`src/rtl/frontend_pkg.sv`:
```
// Shared types and constants for the IF/ID front-end sequencing controller.
package frontend_pkg;

  typedef enum logic [1:0] {
    ST_RUN       = 2'd0,
    ST_SYS_DRAIN = 2'd1,
    ST_FLUSH     = 2'd2,
    ST_REDIRECT  = 2'd3
  } state_t;

  localparam int          DEF_FLUSH_CYCLES = 2;
  localparam logic [31:0] DEF_EXC_VECTOR   = 32'h8000_0180;
  localparam logic [31:0] SYS_RET_OFFSET   = 32'd4;

  // Return address after a syscall; wraps modulo 2^32.
  function automatic logic [31:0] sys_return_pc(input logic [31:0] pc);
    return pc + SYS_RET_OFFSET;
  endfunction

endpackage

```
`src/rtl/sat_counter.sv`:
```
// Saturating up-counter with synchronous clear; holds at all-ones.
module sat_counter #(
  parameter int W = 16
) (
  input  logic         i_clk,
  input  logic         i_rst,
  input  logic         i_inc,
  input  logic         i_clear,
  output logic [W-1:0] o_count
);

  localparam logic [W-1:0] MAX_VAL = {W{1'b1}};
  localparam logic [W-1:0] ONE_VAL = {{(W-1){1'b0}}, 1'b1};

  logic [W-1:0] r_count;

  // Count register: clear wins over increment, increment stops at MAX_VAL.
  always_ff @(posedge i_clk or posedge i_rst) begin
    if (i_rst) begin
      r_count <= {W{1'b0}};
    end else if (i_clear) begin
      r_count <= {W{1'b0}};
    end else if (i_inc && (r_count != MAX_VAL)) begin
      r_count <= r_count + ONE_VAL;
    end else begin
      r_count <= r_count;
    end
  end

  assign o_count = r_count;

endmodule

```
`src/rtl/frontend_ctrl.sv`:
```
// Front-end sequencing controller: IF/ID stalls, decode-queue flush and
// a single redirect per flush for mispredict, syscall and exception.
module frontend_ctrl
  import frontend_pkg::*;
#(
  parameter int          FLUSH_CYCLES = DEF_FLUSH_CYCLES,
  parameter logic [31:0] EXC_VECTOR   = DEF_EXC_VECTOR,
  parameter int          CNT_W        = 16
) (
  input  logic             CLK,
  input  logic             RESET,
  input  logic             DQ_FULL,
  input  logic             DQ_EMPTY,
  input  logic             ID_STALL_REQ,
  input  logic             MISPRED,
  input  logic [31:0]      MISPRED_PC,
  input  logic             SYS,
  input  logic [31:0]      SYS_PC,
  input  logic             SYS_DONE,
  input  logic             EXC,
  output logic             STALL_IF,
  output logic             STALL_ID,
  output logic             FLUSH_DQ,
  output logic             REDIRECT_VALID,
  output logic [31:0]      REDIRECT_PC,
  output logic             BUSY,
  output logic [CNT_W-1:0] FLUSH_CNT
);

  localparam logic [3:0] TIMER_LOAD = 4'(FLUSH_CYCLES - 1);

  state_t      r_state;
  state_t      w_state_nxt;
  logic [3:0]  r_timer;
  logic [3:0]  w_timer_nxt;
  logic [31:0] r_target;
  logic [31:0] w_target_nxt;
  logic [31:0] r_redirect_pc;
  logic        w_evt;
  logic [31:0] w_evt_tgt;
  logic        w_cnt_inc;
  logic        w_stall_if;
  logic        w_stall_id;
  logic        w_flush_dq;
  logic        w_redirect_valid;
  logic        w_load_redirect;

  // Exception outranks mispredict when both arrive together.
  assign w_evt     = EXC | MISPRED;
  assign w_evt_tgt = EXC ? EXC_VECTOR : MISPRED_PC;

  // Next-state, target capture and output decode.
  always_comb begin
    w_state_nxt      = r_state;
    w_timer_nxt      = r_timer;
    w_target_nxt     = r_target;
    w_stall_if       = 1'b1;
    w_stall_id       = 1'b1;
    w_flush_dq       = 1'b0;
    w_redirect_valid = 1'b0;
    w_cnt_inc        = 1'b0;
    case (r_state)
      ST_RUN: begin
        w_stall_if = DQ_FULL;
        w_stall_id = DQ_EMPTY | ID_STALL_REQ;
        if (w_evt) begin
          w_state_nxt  = ST_FLUSH;
          w_target_nxt = w_evt_tgt;
        end else if (SYS) begin
          w_state_nxt  = ST_SYS_DRAIN;
          w_target_nxt = sys_return_pc(SYS_PC);
        end else begin
          w_state_nxt = ST_RUN;
        end
      end
      ST_SYS_DRAIN: begin
        if (w_evt) begin
          w_state_nxt  = ST_FLUSH;
          w_target_nxt = w_evt_tgt;
        end else if (SYS_DONE) begin
          w_state_nxt = ST_FLUSH;
        end else begin
          w_state_nxt = ST_SYS_DRAIN;
        end
      end
      ST_FLUSH: begin
        w_flush_dq = 1'b1;
        if (w_evt) begin
          w_state_nxt  = ST_FLUSH;
          w_target_nxt = w_evt_tgt;
        end else if (r_timer == 4'd0) begin
          w_state_nxt = ST_REDIRECT;
        end else begin
          w_timer_nxt = r_timer - 4'd1;
        end
      end
      ST_REDIRECT: begin
        w_stall_if       = 1'b0;
        w_redirect_valid = 1'b1;
        if (w_evt) begin
          w_state_nxt  = ST_FLUSH;
          w_target_nxt = w_evt_tgt;
        end else begin
          w_state_nxt = ST_RUN;
        end
      end
      default: begin
        w_state_nxt = ST_RUN;
      end
    endcase
    // Any entry into FLUSH, including a restart from within FLUSH, reloads the timer.
    if ((w_state_nxt == ST_FLUSH) && ((r_state != ST_FLUSH) || w_evt)) begin
      w_cnt_inc   = 1'b1;
      w_timer_nxt = TIMER_LOAD;
    end else begin
      w_cnt_inc = 1'b0;
    end
  end

  assign w_load_redirect = (r_state == ST_FLUSH) && (w_state_nxt == ST_REDIRECT);

  // Sequencing state and captured redirect target.
  always_ff @(posedge CLK or posedge RESET) begin
    if (RESET) begin
      r_state  <= ST_RUN;
      r_timer  <= 4'd0;
      r_target <= 32'd0;
    end else begin
      r_state  <= w_state_nxt;
      r_timer  <= w_timer_nxt;
      r_target <= w_target_nxt;
    end
  end

  // REDIRECT_PC is presented for the redirect cycle and then held.
  always_ff @(posedge CLK or posedge RESET) begin
    if (RESET) begin
      r_redirect_pc <= 32'd0;
    end else if (w_load_redirect) begin
      r_redirect_pc <= r_target;
    end else begin
      r_redirect_pc <= r_redirect_pc;
    end
  end

  sat_counter #(
    .W(CNT_W)
  ) u_flush_cnt (
    .i_clk   (CLK),
    .i_rst   (RESET),
    .i_inc   (w_cnt_inc),
    .i_clear (1'b0),
    .o_count (FLUSH_CNT)
  );

  assign STALL_IF       = RESET | w_stall_if;
  assign STALL_ID       = RESET | w_stall_id;
  assign FLUSH_DQ       = w_flush_dq;
  assign REDIRECT_VALID = w_redirect_valid;
  assign REDIRECT_PC    = r_redirect_pc;
  assign BUSY           = (r_state != ST_RUN);

endmodule

```
`config.mk`:
```
export PLATFORM = sky130hd
export DESIGN_NAME = frontend_ctrl
export DESIGN_NICKNAME = d
export VERILOG_FILES = /design/src/rtl/frontend_pkg.sv /design/src/rtl/sat_counter.sv /design/src/rtl/frontend_ctrl.sv
export SDC_FILE = /design/constraint.sdc
export NUM_CORES = 1
export LEC_CHECK = 0
export ABC_AREA = 0
export BUFFER_PORTS_ARGS = -buffer_cell sky130_fd_sc_hd__buf_2
export CAP_MARGIN = 0
export CELL_PAD_IN_SITES_DETAIL_PLACEMENT = 1
export CELL_PAD_IN_SITES_GLOBAL_PLACEMENT = 2
export CORE_MARGIN = 3
export CORE_UTILIZATION = 35
export DETAILED_ROUTE_END_ITERATION = 10
export MAX_ROUTING_LAYER = met4
export PLACE_DENSITY = 0.91
export SYNTH_ARGS = -nofsm -noshare
export SYNTH_HDL_FRONTEND = slang
export SYNTH_SLANG_ARGS = --single-unit
```
`constraint.sdc`:
```
create_clock -name CLK -period 3.5 [get_ports CLK]
set_input_delay 0.175 -clock CLK [delete_from_list [all_inputs] [get_ports CLK]]
set_output_delay 0.175 -clock CLK [all_outputs]
set_load 0.01 [all_outputs]
```
# ---- Word-level counts from Yosys, hierarchy flattened
# Index checks and enable logic that the tools add are counted.
# W data, S select, Z words.
dict set report totals {
  out_inout_bits 53
  romBits 0
  n_memories 0
  ram_bits 0
  inputBits 73
  wordCells 56
  regBits 86
  latchBits 0
}
dict set report op_classes {
  magnitude_cmp 0
  n_eq_ne 11
  reduce_logical 11
  n_shift 0
  n_mux 22
  bitwise 4
  div 0
  n_addsub 3
  n_mul 0
}
# cell count
set op_table {}
lappend op_table {{$mux W32} 4}
lappend op_table {{$pmux W32 S2} 1}
lappend op_table {{$add A32 B3 Y32 const B} 1}
lappend op_table {{$add A16 B1 Y16 const B} 1}
lappend op_table {{$mux W4} 4}
lappend op_table {{$ne A16 B16 Y1 const B} 1}
lappend op_table {{$mux W2} 6}
lappend op_table {{$eq A2 B2 Y1 const B} 4}
lappend op_table {{$pmux W2 S4} 1}
lappend op_table {{$ne A2 B1 Y1 const B} 3}
lappend op_table {{$mux W1} 5}
lappend op_table {{$logic_not A4 Y1} 1}
lappend op_table {{$or A1 B1 Y1} 4}
lappend op_table {{$reduce_bool A2 Y1} 2}
lappend op_table {{$sub A4 B1 Y4 const B} 1}
lappend op_table {{$logic_and A1 B1 Y1} 3}
lappend op_table {{$ne A3 B3 Y1 const B} 1}
lappend op_table {{$reduce_and A3 Y1} 1}
lappend op_table {{$reduce_or A3 Y1} 1}
lappend op_table {{$eq A2 B1 Y1 const B} 1}
lappend op_table {{$logic_not A2 Y1} 1}
lappend op_table {{$ne A2 B2 Y1 const B} 1}
lappend op_table {{$pmux W1 S2} 1}
lappend op_table {{$reduce_and A2 Y1} 1}
lappend op_table {{$logic_or A1 B1 Y1} 1}

# ---- Depth between registers and ports, before layout
dict set report depth {
  word_depth 8
  depth_mapped 7
  depth_no_buf 7
}

# ---- By module
# A second synthesis with hierarchy kept.
dict set report hier_totals {
  cells_unflattened 442
  area_unflattened_um2 4453.0
}
# mod seq_area_each_um2 n_inst area_each_um2 cells_per_inst
set by_module_without_submodules {}
lappend by_module_without_submodules {frontend_ctrl 1751.7 1 3520.9 341}
lappend by_module_without_submodules {sat_counter 400.4 1 932.1 101}

# ---- Worst setup path before layout
# No wires, ideal clock.
dict set report synth_timing {
  path_kind {in2out}
  start {in RESET}
  end {out STALL_IF}
  t_required_ps 3325
  arrival_ps 2529
  slack_ps 796
  path_buffers 0
  cell_stages 2
  path_cell_list {inv_1 -> o21ai_0}
}
dict set report synth_via {
  elab_chain_cells 1
}
# element line_no
set synth_lines {}
lappend synth_lines {{start, declared} frontend_ctrl.sv:11} ;# input logic RESET,
lappend synth_lines {{$or A1 B1 Y1} frontend_ctrl.sv:156} ;# assign STALL_IF = RESET | w_stall_if;
lappend synth_lines {{end, declared} frontend_ctrl.sv:21} ;# output logic STALL_IF,
# Every way passes these cells.

# ---- Worst setup path after layout
dict set report layout_timing {
  start {reg r_state[0]}
  end {reg r_target[17]}
}
dict set report layout_via {
  elab_chain_cells 4
  word_cells_on_any_way 9
  classes_between {eq/ne: 5; mux: 1; reduce/logical: 3}
}
# element line_no
set layout_lines {}
lappend layout_lines {{start, declared} frontend_ctrl.sv:32} ;# state_t r_state;
lappend layout_lines {{start signal, assigned} frontend_ctrl.sv:129} ;# r_state <= w_state_nxt;
lappend layout_lines {{$eq A2 B2 Y1 / $eq A2 B1 Y1 (equally long branches)} frontend_ctrl.sv:62} ;# case (r_state)
lappend layout_lines {{$reduce_or A3 Y1 (no source line)} --}
lappend layout_lines {{$ne A2 B1 Y1 (no source line)} --}
lappend layout_lines {{$reduce_and A2 Y1 (no source line)} --}
lappend layout_lines {{end signal, assigned} frontend_ctrl.sv:131} ;# r_target <= w_target_nxt;
lappend layout_lines {{end, declared} frontend_ctrl.sv:36} ;# logic [31:0] r_target;
# Parallel ways exist; a longest one is shown, timed or not.
# A chain may end at the register's enable or synchronous reset.

==> flow_summary.toml <==
[clocking]
ctsHoldBuffers = 0
clk_pin_slew_ns = 0.06
numCtsBuffers = 9
ctsHtreeMaxLevel = 3
cts_setup_buffers = 0
clock_sinks = 86
cts-root-buf = "clkbuf_16"
cts_tree = "yes"
clock_path_buffers = 2
clk_latency_ns = 0.34
post_cts_resized = 0

[layout]
layout-drive-gt1-share_pct = 32.96
regArea_sq_um = 2152
final_common_cell = "buf_2"
syn2layout_area_growth_pct = 23.62
final_cell_mix = "125 x buf_2, 86 x dfrtp_1, 38 x nand2_1"
nNetsFinal = 608
n_fill_cell = 1443
multi_input_area_sq_um = 2128

[timing]
tns_ns = 0
skew_ns = 0.009118
fmax_ghz = 0.4417
finalHoldViolCount = 0
max_slew_margin_pct = 31.97
setup_viol = 0
post-route-period-util_pct = 64.69
tightest_slew_ns = 1.019
grt_setup_unrepaired = "no"
period_minus_slack_ns = 2.264
hold-worst-slack_ns = 0.03641
maxSlewViolCount = 0

[yosys]
syn_nets = 485
synthArstFlopShare_pct = 100.0
synth_area_sq_um = 4439
synth-warning-count = 0
yosysTopAreaCell = "dfrtp_1"
synthTopCellsByArea = "dfrtp_1 48%, mux2_1 7.1%, xor2_1 5.3%, nand2_1 3.2%, a22oi_1 2.7%"
synth_cell_type_count = 59
synth-simple-area-share_pct = 17.64
ys.flop_type = "dfrtp_1"
syn_avg_cell_area_sq_um = 10.85
synthXorXnorAreaFrac_pct = 7.694
synth.mux.area_fraction_pct = 8.850
synthAdderAreaFrac_pct = 0.8455
synth_cells = 409
synth_top_family_by_area = "simple AND/OR/NAND/NOR gates"
yosysSeqAreaShare_pct = 48.48
synth_compound_area_share_pct = 12.71
synth_top_cell_area_share_pct = 48.48
synth-edff-count = 0
ys_ff_latch = 86

[critical_path]
r2r_start = "r_state[0]"
required_ns = 3.76
worstSetupStartpoint = "r_state[0]"
cp.arrival_ns = 2.52
path_class = "reg2reg"
startpoint_type = "flip-flop"
cp-end-kind = "flip-flop"
cp_max_fo = 21

[routing]
via_per_inst = 5.203
ant_nets = 0
route.detailed.drc = 0
drt_first_iter_violations = 139
wire_per_inst_um = 17.59
routed_wl_um = 12370
num_vias = 3658
drtPass1Iterations = 4

[floorplan]
start_util_pct = 36.35
coreArea_sq_um = 12210
die_w_um = 118.6
dieArea_sq_um = 14070
rows = 40
die_y_um = 118.6
ios = 126

[power_and_ir_drop]
switching_share_pct = 28.22
internal_power_mw = 1.898
p_per_area_nw_per_um2 = 481.9
p_leak_nw = 2.674
p_clk_share_pct = 35.2
p_comb_share_pct = 18.7
switchingPower_mw = 0.7464
vdd_drop_max_mv = 0.1921
total_power_mw = 2.644
p_seq_share_pct = 46.1

[placed_design]
place.gp.congestion = 0.8569
io_buffer_count = 125
dpl.hpwl_um = 9236

[global_route]
grt_pass1_vias = 3992
use_met2_pct = 29.80
overflow = 0
antenna_found_initial = 1
grt_pass1_wl_um = 20500
grt_max_degree = 58
use_met3_pct = 3.732
grt_util_all_layers_pct = 18.64
top_usage_layer = "met2"
met1_usage_pct = 24.09

[status]
status = "complete, no violations"

[hold_path]
hp-class = "in2async"

[job]
cap_violations = 0
-- cells in the mapped netlist (3+ instances only) --
master and count:
mux2_2 6, o21ai_0 17, nor3_1 9, nor2_1 20
and4_1 3, o221ai_2 7, mux2_1 28, and3_1 6
ha_1 3, nand4_1 6, buf_2 8, clkbuf_1 5
o221ai_1 3, xnor2_1 12, dfrtp_1 86, buf_6 5
nand2_1 38, nand3_1 22, a22oi_1 16, a21oi_1 5
o21ai_1 17, nor4_1 4, inv_1 14, xor2_1 27
-- through the flow --
stage | instances | setup slack, ns | cell area, sq um | util, %
after floorplan | 409 | 0.7958 | 4439 | -
after global placement | 689 | 1.319 | 5207 | 42.64
after detailed placement | 689 | 1.192 | 5207 | 42.64
after CTS | 702 | 1.199 | 5485 | 44.92
after global routing | 703 | 0.9846 | 5488 | 44.94
final | 703 | 1.236 | 5488 | 44.94
-- power by group through the flow --
| stage | clock network, mW | logic (mW) | registers (mW) |
|---|---|---|---|
| 3_5_place_dp | 0 | 0.502 | 1.24 |
| 2_1_floorplan | 0 | 0.225 | 1.27 |
| 6_report | 0.930 | 0.495 | 1.22 |
| 5_1_grt | 1.00 | 0.552 | 1.24 |
| 3_3_place_gp | 0 | 0.484 | 1.23 |
| 4_1_cts | 0.958 | 0.505 | 1.22 |
-- sequential cells by signal (all words and copies together), names as in the netlist --
signal               count
REDIRECT_PC             32
r_state                  2
r_target                32
r_timer                  4
u_flush_cnt.o_count     16
-- worst max-delay path, stage by stage, from the launching register on --
cell and delay, ns:
dfrtp_1 0.48, nor3b_2 0.40, nor2_1 0.09, nor2_2 0.78, o21ai_0 0.23, o21ai_1 0.19
-- cell type report --
type                            instances  share of cell area [%]
Inverter                               14                  0.9804
Multi-Input combinational cell        291                   38.78
Timing Repair Buffer                  130                   12.08
Clock inverter                          2                  0.6384
Sequential cell                        86                   39.22
Clock buffer                           11                   4.423
Antenna cell                            1                 0.04560
Tap cell                              168                   3.830
-- cells by family (layout without fill, tap and decap cells) --
logic type,Yosys count,count (layout)
flops,86,86
compound gates,78,78
mux,35,35
other cells,0,1
simple gates,136,136
fa+ha+maj,3,3
xor+xnor,39,39
buf+inv,32,157
-- worst paths after layout --
kind / slack, ns / depth (start not counted) / endpoint
min in group CLK: 0.07 / 3 / r_target[22]
min reg2reg: 0.47 / 2 / r_target[15]
max reg2reg: 1.24 / 5 / r_target[17]
max in group asynchronous: 2.65 / 3 / r_target[3]
min: 0.04 / 2 / u_flush_cnt.o_count[14]
max: 1.24 / 5 / r_target[17]
-- per-layer routing --
layer  wire (um)  vias to the layer above
li1            -                     1716
met1        5564                     1835
met2        6011                       94
met3         615                       13
met4         173                        0
met5           0                        -
Power figures use the tool's default switching activity.
